--- src/rtl/dsp_cfg_loader.sv ---
// Programs the DSP tile's mode word into its RS-latch configuration memory,
// one latch at a time, with setup / wl-pulse / hold phases on the bl/wl bus.
module dsp_cfg_loader #(
  parameter int NUM_BITS  = 85,
  parameter int SETUP_CYC = 1,
  parameter int PULSE_CYC = 2,
  parameter int HOLD_CYC  = 1
) (
  input  logic                dsp_cfg_clk,
  input  logic                dsp_cfg_rst,
  input  logic                cfg_valid,
  output logic                cfg_ready,
  input  logic [0:NUM_BITS-1] cfg_word,
  output logic [0:NUM_BITS-1] bl,
  output logic [0:NUM_BITS-1] wl,
  output logic                dsp_lreset,
  output logic                cfg_busy,
  output logic                cfg_done
);

  localparam int IDX_W   = (NUM_BITS > 1) ? $clog2(NUM_BITS) : 1;
  localparam int MAX_SP  = (SETUP_CYC > PULSE_CYC) ? SETUP_CYC : PULSE_CYC;
  localparam int MAX_CYC = (MAX_SP > HOLD_CYC) ? MAX_SP : HOLD_CYC;
  localparam int CNT_W   = (MAX_CYC > 1) ? $clog2(MAX_CYC) : 1;

  typedef enum logic [2:0] {IDLE, SETUP, PULSE, HOLD, DONE} state_t;

  state_t              state, state_nxt;
  logic [IDX_W-1:0]    idx, idx_nxt;
  logic [CNT_W-1:0]    cnt, cnt_nxt;
  logic [0:NUM_BITS-1] shadow, shadow_nxt;
  logic [0:NUM_BITS-1] bl_nxt, wl_nxt;
  logic                active_nxt;

  assign cfg_ready = (state == IDLE) && !dsp_cfg_rst;

  always_comb begin
    state_nxt  = state;
    idx_nxt    = idx;
    cnt_nxt    = cnt;
    shadow_nxt = shadow;
    case (state)
      IDLE: begin
        if (cfg_valid) begin
          state_nxt  = SETUP;
          idx_nxt    = '0;
          cnt_nxt    = '0;
          shadow_nxt = cfg_word;
        end
      end
      SETUP: begin
        if (cnt == CNT_W'(SETUP_CYC - 1)) begin
          state_nxt = PULSE;
          cnt_nxt   = '0;
        end else begin
          cnt_nxt = cnt + CNT_W'(1);
        end
      end
      PULSE: begin
        if (cnt == CNT_W'(PULSE_CYC - 1)) begin
          state_nxt = HOLD;
          cnt_nxt   = '0;
        end else begin
          cnt_nxt = cnt + CNT_W'(1);
        end
      end
      HOLD: begin
        if (cnt == CNT_W'(HOLD_CYC - 1)) begin
          cnt_nxt = '0;
          if (idx == IDX_W'(NUM_BITS - 1)) begin
            state_nxt = DONE;
          end else begin
            state_nxt = SETUP;
            idx_nxt   = idx + IDX_W'(1);
          end
        end else begin
          cnt_nxt = cnt + CNT_W'(1);
        end
      end
      DONE:    state_nxt = IDLE;
      default: state_nxt = IDLE;
    endcase

    // Outputs are decoded from the next state so the bus is driven straight
    // from flops; bl only moves on SETUP entry, when wl is already low.
    active_nxt = (state_nxt == SETUP) || (state_nxt == PULSE) || (state_nxt == HOLD);
    bl_nxt     = '0;
    wl_nxt     = '0;
    if (active_nxt) bl_nxt[idx_nxt] = shadow_nxt[idx_nxt];
    if (state_nxt == PULSE) wl_nxt[idx_nxt] = 1'b1;
  end

  always_ff @(posedge dsp_cfg_clk) begin
    if (dsp_cfg_rst) begin
      state      <= IDLE;
      idx        <= '0;
      cnt        <= '0;
      bl         <= '0;
      wl         <= '0;
      dsp_lreset <= 1'b0;
      cfg_busy   <= 1'b0;
      cfg_done   <= 1'b0;
    end else begin
      state      <= state_nxt;
      idx        <= idx_nxt;
      cnt        <= cnt_nxt;
      bl         <= bl_nxt;
      wl         <= wl_nxt;
      dsp_lreset <= active_nxt || (state_nxt == DONE);
      cfg_busy   <= active_nxt || (state_nxt == DONE);
      cfg_done   <= (state_nxt == DONE);
    end
  end

  // Shadow word is pure data and only meaningful after an accept.
  always_ff @(posedge dsp_cfg_clk) begin
    shadow <= shadow_nxt;
  end

endmodule

--- config.mk ---
export PLATFORM = sky130hd
export DESIGN_NAME = dsp_cfg_loader
export DESIGN_NICKNAME = d
export VERILOG_FILES = /design/src/rtl/dsp_cfg_loader.sv
export SDC_FILE = /design/constraint.sdc
export NUM_CORES = 1
export LEC_CHECK = 0
export BUFFER_PORTS_ARGS = -buffer_cell sky130_fd_sc_hd__buf_2
export CORE_UTILIZATION = 47
export DETAILED_ROUTE_END_ITERATION = 10
export PLACE_DENSITY = 0.76
export SETUP_SLACK_MARGIN = 0.1
export SLEW_MARGIN = 25
export SYNTH_ARGS = -nofsm -noshare
export SYNTH_HDL_FRONTEND = slang
export SYNTH_SLANG_ARGS = --single-unit
--- constraint.sdc ---
create_clock -name dsp_cfg_clk -period 2.97 [get_ports dsp_cfg_clk]
set_clock_uncertainty 0.2 [all_clocks]
set_input_delay 0.1485 -clock dsp_cfg_clk [delete_from_list [all_inputs] [get_ports dsp_cfg_clk]]
set_output_delay 0.1485 -clock dsp_cfg_clk [all_outputs]
set_load 0.03 [all_outputs]
==> results.json, run 1 <==
{
  "holdCritPathClass": "input port to flop",
  "start_util": 0.4818,
  "p_switching_w": 0.003444,
  "first_global_vias": 8336,
  "hold_path.startpoint": "cfg_word[30]",
  "yosysSeqAreaShare": 0.5685,
  "gr-usage-all-layers": 0.2892,
  "wirelength_mm": 31.69,
  "endpoint_kind": "flop",
  "grt_max_degree": 39,
  "period_needed_ns": 2.836,
  "worst_skew_pair.late_latency_ns": 0.54,
  "min_path_cells": 4,
  "run_status": "finished, final reports clean",
  "cts_buffers": 27,
  "grt_antenna_before_repair": 0,
  "core_area_mm2": 0.01959,
  "via_count": 9042,
  "vias_per_cell": 5.194,
  "p_leak_nw": 6.367,
  "crit_type": "flop to flop",
  "power_frac_comb": 0.273,
  "synth_area_mm2": 0.009438,
  "die-width_um": 143.7,
  "max-vdd-ir-drop_mv": 0.5384,
  "met3WireLength_mm": 2.466,
  "yosys_warnings": 0,
  "worst_slack_ns": 0.1336,
  "reg2reg_slack_ns": 0.13,
  "r2r_end": "bl[34]",
  "drive_gt1_frac": 0.3193,
  "cts_tree": "yes",
  "htree_levels": 1,
  "area_growth_pct": 44.41,
  "gp_congestion": 0.9500,
  "die_h_um": 143.7,
  "ys.flop_type": "dfxtp_1",
  "grt-ovfl-total": 0,
  "dieArea_mm2": 0.02065,
  "grt_first_pass_wirelength_mm": 45.34,
  "drt_pass1_iterations": 6,
  "top_layer_used": "met4",
  "drc": 0,
  "switching_share": 0.3194,
  "port_buffers": 261,
  "power.density_mw_per_mm2": 791.1,
  "pre_cts_slack_ns": 0.01633,
  "seq_power_share": 0.417,
  "whs_endpoint": "shadow[30]",
  "max-slew-margin-rel": 0.6224,
  "syn_inst": 1038,
  "cp-start-kind": "flop",
  "rsz0062_at_grt": "true",
  "met1Wirelength_mm": 13.16,
  "drtIter0Drc": 625,
  "rr_startpoint": "state[1]",
  "required_ns": 3.18,
  "final.period_utilization": 0.9550,
  "clock_path_buffers": 3,
  "final_common_cell": "dfxtp_1",
  "cts_sinks": 268,
  "route.detailed.wl_per_inst_um": 18.20,
  "async_flop_share": 0,
  "p_int_w": 0.007338,
  "clk_pin_slew_ns": 0.06,
  "nets": 1545,
  "r2r_cells": 11,
  "hold_ws_ns": 0.1643,
  "finalSetupViolCount": 0,
  "maxCapViolCount": 0,
  "syn_avg_cell_area_um2": 9.092,
  "final_cell_mix": "dfxtp_1, buf_2, nand2_1, nor2_1, dlygate4sd3_1",
  "p_clk_frac": 0.309,
  "ant_nets": 0,
  "rows": 51,
  "io_pins": 262,
  "syn_nets": 1128,
  "cp_max_fo": 9,
  "wl_met2_mm": 14.93,
  "synth_seq_cells": 268,
  "yosysUniqueCellTypes": 77,
  "finalHoldViolations": 0,
  "clockRootBuffer": "clkbuf_16",
  "worstMarginPinSlew_ns": 0.5650,
  "cp.arrival_ns": 3.04,
  "synth_edf_count": 0,
  "slew_violations": 0,
  "fmax_mhz": 352.6,
  "dp_hpwl_mm": 21.43
}
## cells in the mapped netlist (3+ instances only)
master / number / area, um2
nor3_1: 40 / 200.2
or4_4: 4 / 45.04
dfxtp_1: 268 / 5365
o2111ai_1: 4 / 35.03
a21oi_1: 27 / 135.1
and3_1: 3 / 18.77
buf_6: 5 / 56.30
o21a_1: 3 / 22.52
o21ai_0: 22 / 110.1
mux2_2: 7 / 78.83
or3_1: 3 / 18.77
and3b_1: 4 / 35.03
nor4_1: 7 / 43.79
nand2_1: 262 / 983.4
and2_1: 5 / 31.28
mux2i_1: 31 / 310.3
nor2_1: 155 / 581.8
o2bb2ai_1: 3 / 26.28
a31oi_1: 4 / 25.02
buf_2: 25 / 125.1
nor2b_1: 15 / 93.84
a211oi_1: 3 / 22.52
o211ai_1: 9 / 67.56
clkbuf_1: 27 / 101.4
inv_1: 13 / 48.80
o22ai_1: 3 / 18.77
nand3_1: 16 / 80.08
## registers in the layout (all words and copies together), names as in the netlist
signal,cells
bl,85
idx,7
cnt,1
wl,85
cfg_busy,1
cfg_done,1
shadow,85
state,3
## stage by stage
step           power (W)    util  area, um2  setup TNS, ns  cells
5_1_grt          0.01122  0.6956      13630              0   1740
3_5_place_dp    0.007021  0.5824      11410              0   1577
2_1_floorplan   0.006237       -       9478              0   1038
3_3_place_gp    0.006962  0.5824      11410        -0.5933   1577
6_report         0.01078  0.6957      13630              0   1741
4_1_cts          0.01042  0.6737      13200              0   1715
## cell families (layout without fill, tap and decap cells)
kind of cell | after synthesis | count (layout) | share of synthesized area
adder cells (fa/ha/maj) | 2 | 2 | 0.002651
AO/OA/AOI/OAI | 115 | 115 | 0.08935
other | 0 | 1 | 0
XOR/XNOR | 1 | 1 | 0.0009282
multiplexers | 40 | 40 | 0.04600
flip-flops | 268 | 268 | 0.5685
AND/OR/NAND/NOR | 538 | 538 | 0.2551
buffers and inverters | 74 | 511 | 0.03752
## how the worst max path moves through the flow
stage | startpoint | depth (start not counted) | end
finish | state[1] | 11 | bl[34]
global route | idx[2] | 8 | bl[66]
global placement | state[0] | 10 | bl[60]
floorplan | idx[0] | 9 | bl[9]
CTS | cnt | 10 | bl[34]
detailed placement | state[0] | 10 | bl[63]
## repair_timing
action                                  4_1_cts  5_1_grt
hold buffers                                 87        0
endpoints found under the setup margin       16       87
cloned                                        0        3
hold endpoints to repair                    117        0
pin swaps                                     1       16
resized for setup                             3       38
buffers inserted                              2       22
## per-layer routing
metal	vias up	GRT usage
met1	4223	0.3713
met3	80	0.04698
met5	-	0
li1	4287	-
met4	0	0.1193
met2	452	0.4824
## layout make-up
class,instances,area [um2]
diodes,1,2.502
clock buffers,39,810.8
clock inverters,10,75.07
fillers,1498,5961
inverters,13,48.80
multi-input cells,696,3905
flip-flops and latches,268,5371
well taps,265,331.6
repair buffers,449,3084
## critical path, cell delays in order, from the launching register on
cell and delay [ns]:
dfxtp_2 0.34, buf_6 0.14, nor4b_4 0.37, buf_6 0.23, buf_12 0.14, mux2_2 0.34
o21a_1 0.16, o21ai_1 0.09, a31oi_1 0.17, o2bb2ai_1 0.23, buf_4 0.21, nor3_1 0.07
## power by group through the flow
stage               Sequential, W  Clock, W  Combinational (W)
CTS                       0.00447   0.00335            0.00260
finish                    0.00450   0.00333            0.00295
floorplan                 0.00449         0            0.00175
detailed placement        0.00454         0            0.00248
global route              0.00455   0.00351            0.00317
global placement          0.00453         0            0.00244
Power figures use the tool's default switching activity.
==> run 2: changes to the inputs <==
--- a/config.mk
+++ b/config.mk
@@ -6,9 +6,9 @@
 export NUM_CORES = 1
 export LEC_CHECK = 0
 export BUFFER_PORTS_ARGS = -buffer_cell sky130_fd_sc_hd__buf_2
-export CORE_UTILIZATION = 47
+export CORE_UTILIZATION = 50
 export DETAILED_ROUTE_END_ITERATION = 10
-export PLACE_DENSITY = 0.76
+export PLACE_DENSITY = 0.77
 export SETUP_SLACK_MARGIN = 0.1
 export SLEW_MARGIN = 25
 export SYNTH_ARGS = -nofsm -noshare
==> constraint.sdc (replaced) <==
create_clock -name dsp_cfg_clk -period 3.5 [get_ports dsp_cfg_clk]
set_clock_uncertainty 0.2 [all_clocks]
set_input_delay 0 -clock dsp_cfg_clk [delete_from_list [all_inputs] [get_ports dsp_cfg_clk]]
set_output_delay 0 -clock dsp_cfg_clk [all_outputs]
set_load 0.03 [all_outputs]
==> run 2 against run 1 <==
Net effect:
- via count increased by 1.2%
- critical path depth decreased by 3
- first-iteration DRC count increased by 7.5%
- clock power decreased by 13%
- global-route usage increased by 3.3 points
- wire length decreased by 0.86%
- power decreased by 15%
- worst setup slack improved by 0.069 ns
- core utilization increased by 2.6 points
- worst hold slack got worse by 0.12 ns
- fmax decreased by 14%
- critical path type unchanged
- largest power group unchanged
==> results.json, run 2 (synthesis results as in run 1) <==
{
  "gp_congestion": 0.9084,
  "core_area_mm2": 0.01821,
  "period_needed_ns": 3.297,
  "setup_tns_ns": 0,
  "drtIter0Drc": 672,
  "gr-usage-all-layers": 0.3219,
  "crit_type": "flop to flop",
  "slew_violations": 0,
  "grt-ovfl-total": 0,
  "fmax_mhz": 303.3,
  "holdCritPathClass": "input port to flop",
  "cts_sinks": 268,
  "switching_share": 0.3193,
  "wirelength_mm": 31.41,
  "power_frac_comb": 0.257,
  "r2r_cells": 8,
  "grt_first_pass_wirelength_mm": 48.81,
  "cp.arrival_ns": 3.57,
  "finalSetupViolCount": 0,
  "seq_power_share": 0.423,
  "use_met1": 0.3975,
  "final_cell_mix": "dfxtp_1, nand2_1, buf_2, nor2_1, dlygate4sd3_1",
  "vias_per_cell": 5.489,
  "first_global_vias": 8920,
  "required_ns": 3.77,
  "cts_buffers": 26,
  "max-slew-margin-rel": 0.2874,
  "cp_max_fo": 10,
  "final.period_utilization": 0.9420,
  "p_switching_w": 0.002910,
  "final_common_cell": "dfxtp_1",
  "reg2reg_slack_ns": 0.20,
  "cp-start-kind": "flop",
  "largestRegisters": "bl x85, shadow x85, wl x85",
  "rsz0062_at_grt": "true",
  "p_clk_frac": 0.320,
  "drive_gt1_frac": 0.2684,
  "fin_util": 0.7222,
  "r2r_end": "bl[72]",
  "via_count": 9155,
  "ant_nets": 0,
  "max-vdd-ir-drop_mv": 0.5107,
  "start_util": 0.5183,
  "top_usage_layer": "met2",
  "area_growth_pct": 39.33,
  "met2_usage": 0.5586,
  "cts_tree": "yes",
  "rows": 49,
  "p_int_w": 0.006202,
  "clk_pin_slew_ns": 0.06,
  "route.detailed.wl_per_inst_um": 18.83,
  "power.density_mw_per_mm2": 692.9,
  "drc": 0,
  "worst_skew_pair.late_latency_ns": 0.53,
  "dp_cells": 1504,
  "p_leak_nw": 6.085,
  "maxCapViolCount": 0,
  "min_path_cells": 4,
  "io_pins": 262,
  "clockRootBuffer": "clkbuf_16",
  "grt_max_degree": 44,
  "rr_startpoint": "state[0]",
  "endpoint_kind": "flop",
  "dp_hpwl_mm": 20.37,
  "fillCellCount": 1243,
  "run_status": "finished, final reports clean",
  "worstMarginPinSlew_ns": 1.069,
  "die-width_um": 139.4,
  "finalHoldViolations": 0,
  "hold_ws_ns": 0.03956,
  "dieArea_mm2": 0.01943,
  "whs_endpoint": "shadow[6]",
  "htree_levels": 1,
  "nets": 1510,
  "drt_pass1_iterations": 7,
  "hold_path.startpoint": "cfg_word[6]",
  "grt_antenna_before_repair": 0,
  "die_h_um": 139.4,
  "use_met3": 0.05265,
  "clock_path_buffers": 3,
  "port_buffers": 261,
  "final_cells": 1668
}
-- run 2: cell types whose count changed in the layout (fill, tap and decap cells not counted), moves of 7 or more --
cell           change
buf_4             -45
dlygate4sd3_1     +27
clkbuf_8           -7
buf_6              -9
-- run 2: what timing repair did --
| item | in CTS | in global routing |
|---|---|---|
| hold endpoints to repair | 132 | 0 |
| setup endpoints to repair | 0 | 39 |
| hold buffers | 114 | 0 |
| setup buffers | 0 | 3 |
| resized for setup | 0 | 6 |
-- run 2: worst max path at each step --
stage	start	end	slack (ns)	cells after the start
CTS	state[1]	bl[72]	0.22	8
finish	state[0]	bl[72]	0.20	8
floorplan	idx[0]	bl[68]	0.36	11
global route	state[2]	bl[75]	0.03	8
detailed placement	state[1]	bl[72]	0.25	8
global placement	state[1]	bl[73]	0.32	8
-- run 2: power by group through the flow --
stage,registers (W),logic (W),clock network [W]
after floorplan,0.00381,0.00147,0
after global placement,0.00386,0.00202,0
after detailed placement,0.00388,0.00204,0
after CTS,0.00381,0.00222,0.00292
after global routing,0.00389,0.00254,0.00307
final,0.00385,0.00235,0.00291
-- run 2: per-layer routing --
layer / share of wire / routed length (um)
met5: 0 / 0
met4: 0.040 / 1253
met3: 0.082 / 2562
met2: 0.48 / 15170
met1: 0.40 / 12430
-- run 2: area by class of cell --
cell class                 instances  area (um2)  area share
multi-input combinational        696        3760      0.2859
tap                              229       286.5     0.02179
clock buffer                      32       693.2     0.05271
clock inverter                    14       207.7     0.01579
inverter                          13       48.80    0.003711
sequential                       268        5366      0.4081
antenna                            1       2.502   0.0001903
timing repair buffer             415        2785      0.2118
-- run 2: metrics by stage --
| step | setup slack [ns] | instance area [um2] | total power [W] |
|---|---|---|---|
| after CTS | 0.2246 | 13090 | 0.008962 |
| final | 0.2029 | 13150 | 0.009112 |
| after floorplan | 0.3584 | 9438 | 0.005283 |
| after global placement | 0.3157 | 11050 | 0.005876 |
| after global routing | 0.02946 | 13150 | 0.009496 |
| after detailed placement | 0.2492 | 11050 | 0.005918 |
-- run 2: critical path, cell delays in order, from the launching register on --
cell	delay, ns
dfxtp_1	0.50
nand4bb_1	0.25
buf_4	0.24
nor4_1	0.35
mux2_2	0.49
nor3_2	0.29
nand2_2	0.23
a2111o_1	0.55
nor2_1	0.12
==> run 3: changes to the inputs <==
--- a/config.mk
+++ b/config.mk
@@ -6,9 +6,12 @@
 export NUM_CORES = 1
 export LEC_CHECK = 0
 export BUFFER_PORTS_ARGS = -buffer_cell sky130_fd_sc_hd__buf_2
-export CORE_UTILIZATION = 50
+export CELL_PAD_IN_SITES_DETAIL_PLACEMENT = 1
+export CELL_PAD_IN_SITES_GLOBAL_PLACEMENT = 2
+export CORE_UTILIZATION = 33
 export DETAILED_ROUTE_END_ITERATION = 10
-export PLACE_DENSITY = 0.77
+export GPL_TIMING_DRIVEN = 0
+export PLACE_DENSITY_LB_ADDON = 0.1
 export SETUP_SLACK_MARGIN = 0.1
 export SLEW_MARGIN = 25
 export SYNTH_ARGS = -nofsm -noshare
==> run 3 against run 2 <==
Net effect:
- worst setup slack got worse by 0.0088 ns
- clock-buffer cell count grew 7
- non-clock buffer count increased by 43
- critical path type unchanged
- first-iteration DRC count fell by 24%
- largest cell class unchanged
==> results.json, run 3 (synthesis results as in run 1) <==
{
  "run_status": "finished, final reports clean",
  "drive_gt1_frac": 0.2935,
  "worstMarginPinSlew_ns": 0.7667,
  "gp_congestion": 0.8098,
  "gr-usage-all-layers": 0.2479,
  "r2r_cells": 12,
  "largestRegisters": "bl x85, shadow x85, wl x85",
  "met2_usage": 0.4183,
  "reg2reg_slack_ns": 0.19,
  "die_h_um": 171.1,
  "fmax_mhz": 302.5,
  "final_area_mm2": 0.01385,
  "hold_path.startpoint": "cfg_word[83]",
  "cts_tree": "yes",
  "cts_buffers": 29,
  "diodes": 0,
  "final_cells": 1867,
  "route.detailed.wl_per_inst_um": 19.58,
  "htree_levels": 1,
  "finalSetupViolCount": 0,
  "cp-start-kind": "flop",
  "use_met1": 0.3339,
  "grt-ovfl-total": 0,
  "rr_startpoint": "idx[0]",
  "nets": 1556,
  "clk_pin_slew_ns": 0.06,
  "rows": 61,
  "endpoint_kind": "flop",
  "grt_first_pass_wirelength_mm": 54.28,
  "p_leak_nw": 6.342,
  "period_needed_ns": 3.306,
  "start_util": 0.3379,
  "critical_path_buf_inv_count": 5,
  "crit_type": "flop to flop",
  "grt_antenna_before_repair": 0,
  "fin_util": 0.4960,
  "crit_top_cell": "buf_4",
  "min_path_cells": 4,
  "whs_endpoint": "shadow[83]",
  "drc": 0,
  "rsz0062_at_grt": "true",
  "wirelength_mm": 36.55,
  "cp_max_fo": 10,
  "hold_ws_ns": 0.01906,
  "crit_chain": "inv_2, clkbuf_8, ha_2, nand4b_4, o21ai_4, buf_4, a21boi_4, buf_12, buf_4, o32a_1, a2111o_1, nor2_1",
  "clock_path_buffers": 3,
  "max_stage_delay_ns": 0.49,
  "port_buffers": 261,
  "holdCritPathClass": "input port to flop",
  "drt_pass1_iterations": 4,
  "max-slew-margin-rel": 0.4819,
  "place_area_mm2": 0.01122,
  "cp.arrival_ns": 3.59,
  "maxCapViolCount": 0,
  "dieArea_mm2": 0.02928,
  "r2r_end": "bl[77]",
  "ant_nets": 0,
  "clockRootBuffer": "clkbuf_16",
  "fillCellCount": 3301,
  "critPathLaunch": "idx[0]",
  "p_total_w": 0.009353,
  "area_growth_pct": 46.80,
  "max-vdd-ir-drop_mv": 0.4195,
  "die-width_um": 171.1,
  "via_count": 8967,
  "vias_per_cell": 4.803,
  "slew_violations": 0,
  "critPathTopFamily": "compound AO/OA/AOI/OAI gates",
  "final.period_utilization": 0.9446,
  "top_usage_layer": "met2",
  "use_met3": 0.03539,
  "finalHoldViolations": 0,
  "cpMaxStageDelayCell": "a2111o_1",
  "final_common_cell": "buf_2",
  "dp_cells": 1677,
  "required_ns": 3.78,
  "io_pins": 262,
  "final_cell_mix": "buf_2, dfxtp_1, nand2_1, nor2_1, dlygate4sd3_1",
  "first_global_vias": 9035,
  "power.density_mw_per_mm2": 675.1,
  "grt_max_degree": 16,
  "drtIter0Drc": 512,
  "dp_hpwl_mm": 25.48,
  "cts_sinks": 268,
  "core_area_mm2": 0.02793,
  "worst_skew_pair.late_latency_ns": 0.56
}
-- run 3: cell count changes in the layout (fill, tap and decap cells not counted), sizes merged --
| cell | change |
|---|---|
| diode | -1 |
| inv | +1 |
| clkinvlp | +3 |
| dlygate4sd3 | +8 |
| bufinv | -2 |
| buf | +4 |
| clkinv | -1 |
| clkbuf | +38 |
-- run 3: per-stage QoR --
| stage | setup WS [ns] | TNS, ns |
|---|---|---|
| 3_5_place_dp | -1.243 | -105.22 |
| 4_1_cts | 0.07786 | 0 |
| 3_3_place_gp | -1.445 | -106.80 |
| 5_1_grt | 0.02631 | 0 |
| 6_report | 0.1941 | 0 |
| 2_1_floorplan | 0.3584 | 0 |
-- run 3: worst reg2reg max path, stage by stage, from the launching register on --
cell and delay [ns]:
dfxtp_4 0.39, inv_2 0.12, clkbuf_8 0.21, ha_2 0.23, nand4b_4 0.19, o21ai_4 0.38
buf_4 0.19, a21boi_4 0.06, buf_12 0.17, buf_4 0.14, o32a_1 0.35, a2111o_1 0.49
nor2_1 0.14
-- run 3: what timing repair did --
item | CTS | global route
gates cloned | 0 | 0
endpoints found under the setup margin | 171 | 133
buffers inserted | 12 | 3
endpoints found under the hold margin | 149 | 0
pin swaps | 3 | 7
hold buffers | 122 | 0
resized for setup | 43 | 32
-- run 3: metal layers --
metal / up-vias / routed length [um]
li1: 4317 / -
met2: 269 / 17110
met3: 44 / 1979
met1: 4337 / 16810
met5: - / 0
met4: 0 / 655
-- run 3: area by class of cell --
cell class              count  area, um2  share of cell area
plain buffers              60      346.6             0.02502
inverters                  13      48.80            0.003522
clock buffers              39      813.3             0.05870
multi-input cells         696       3950              0.2851
flip-flops and latches    268       5369              0.3875
well taps                 378      473.0             0.03414
clock inverters            15      163.9             0.01183
repair buffers            398       2690              0.1942
-- run 3: worst max-delay path by stage --
| stage | cells past startpoint | end | slack, ns |
|---|---|---|---|
| floorplan | 11 | bl[68] | 0.36 |
| global placement | 11 | bl[69] | -1.44 |
| detailed placement | 11 | bl[54] | -1.24 |
| CTS | 12 | bl[5] | 0.08 |
| global route | 7 | bl[83] | 0.03 |
| finish | 12 | bl[77] | 0.19 |
-- run 3: power breakdown --
group / total (W) / switching [W] / leakage (nW) / internal (W)
Sequential: 0.00378 / 0.000201 / 2.19 / 0.00358
Combinational: 0.00247 / 0.00154 / 3.68 / 0.000926
Clock: 0.00310 / 0.00131 / 0.467 / 0.00180
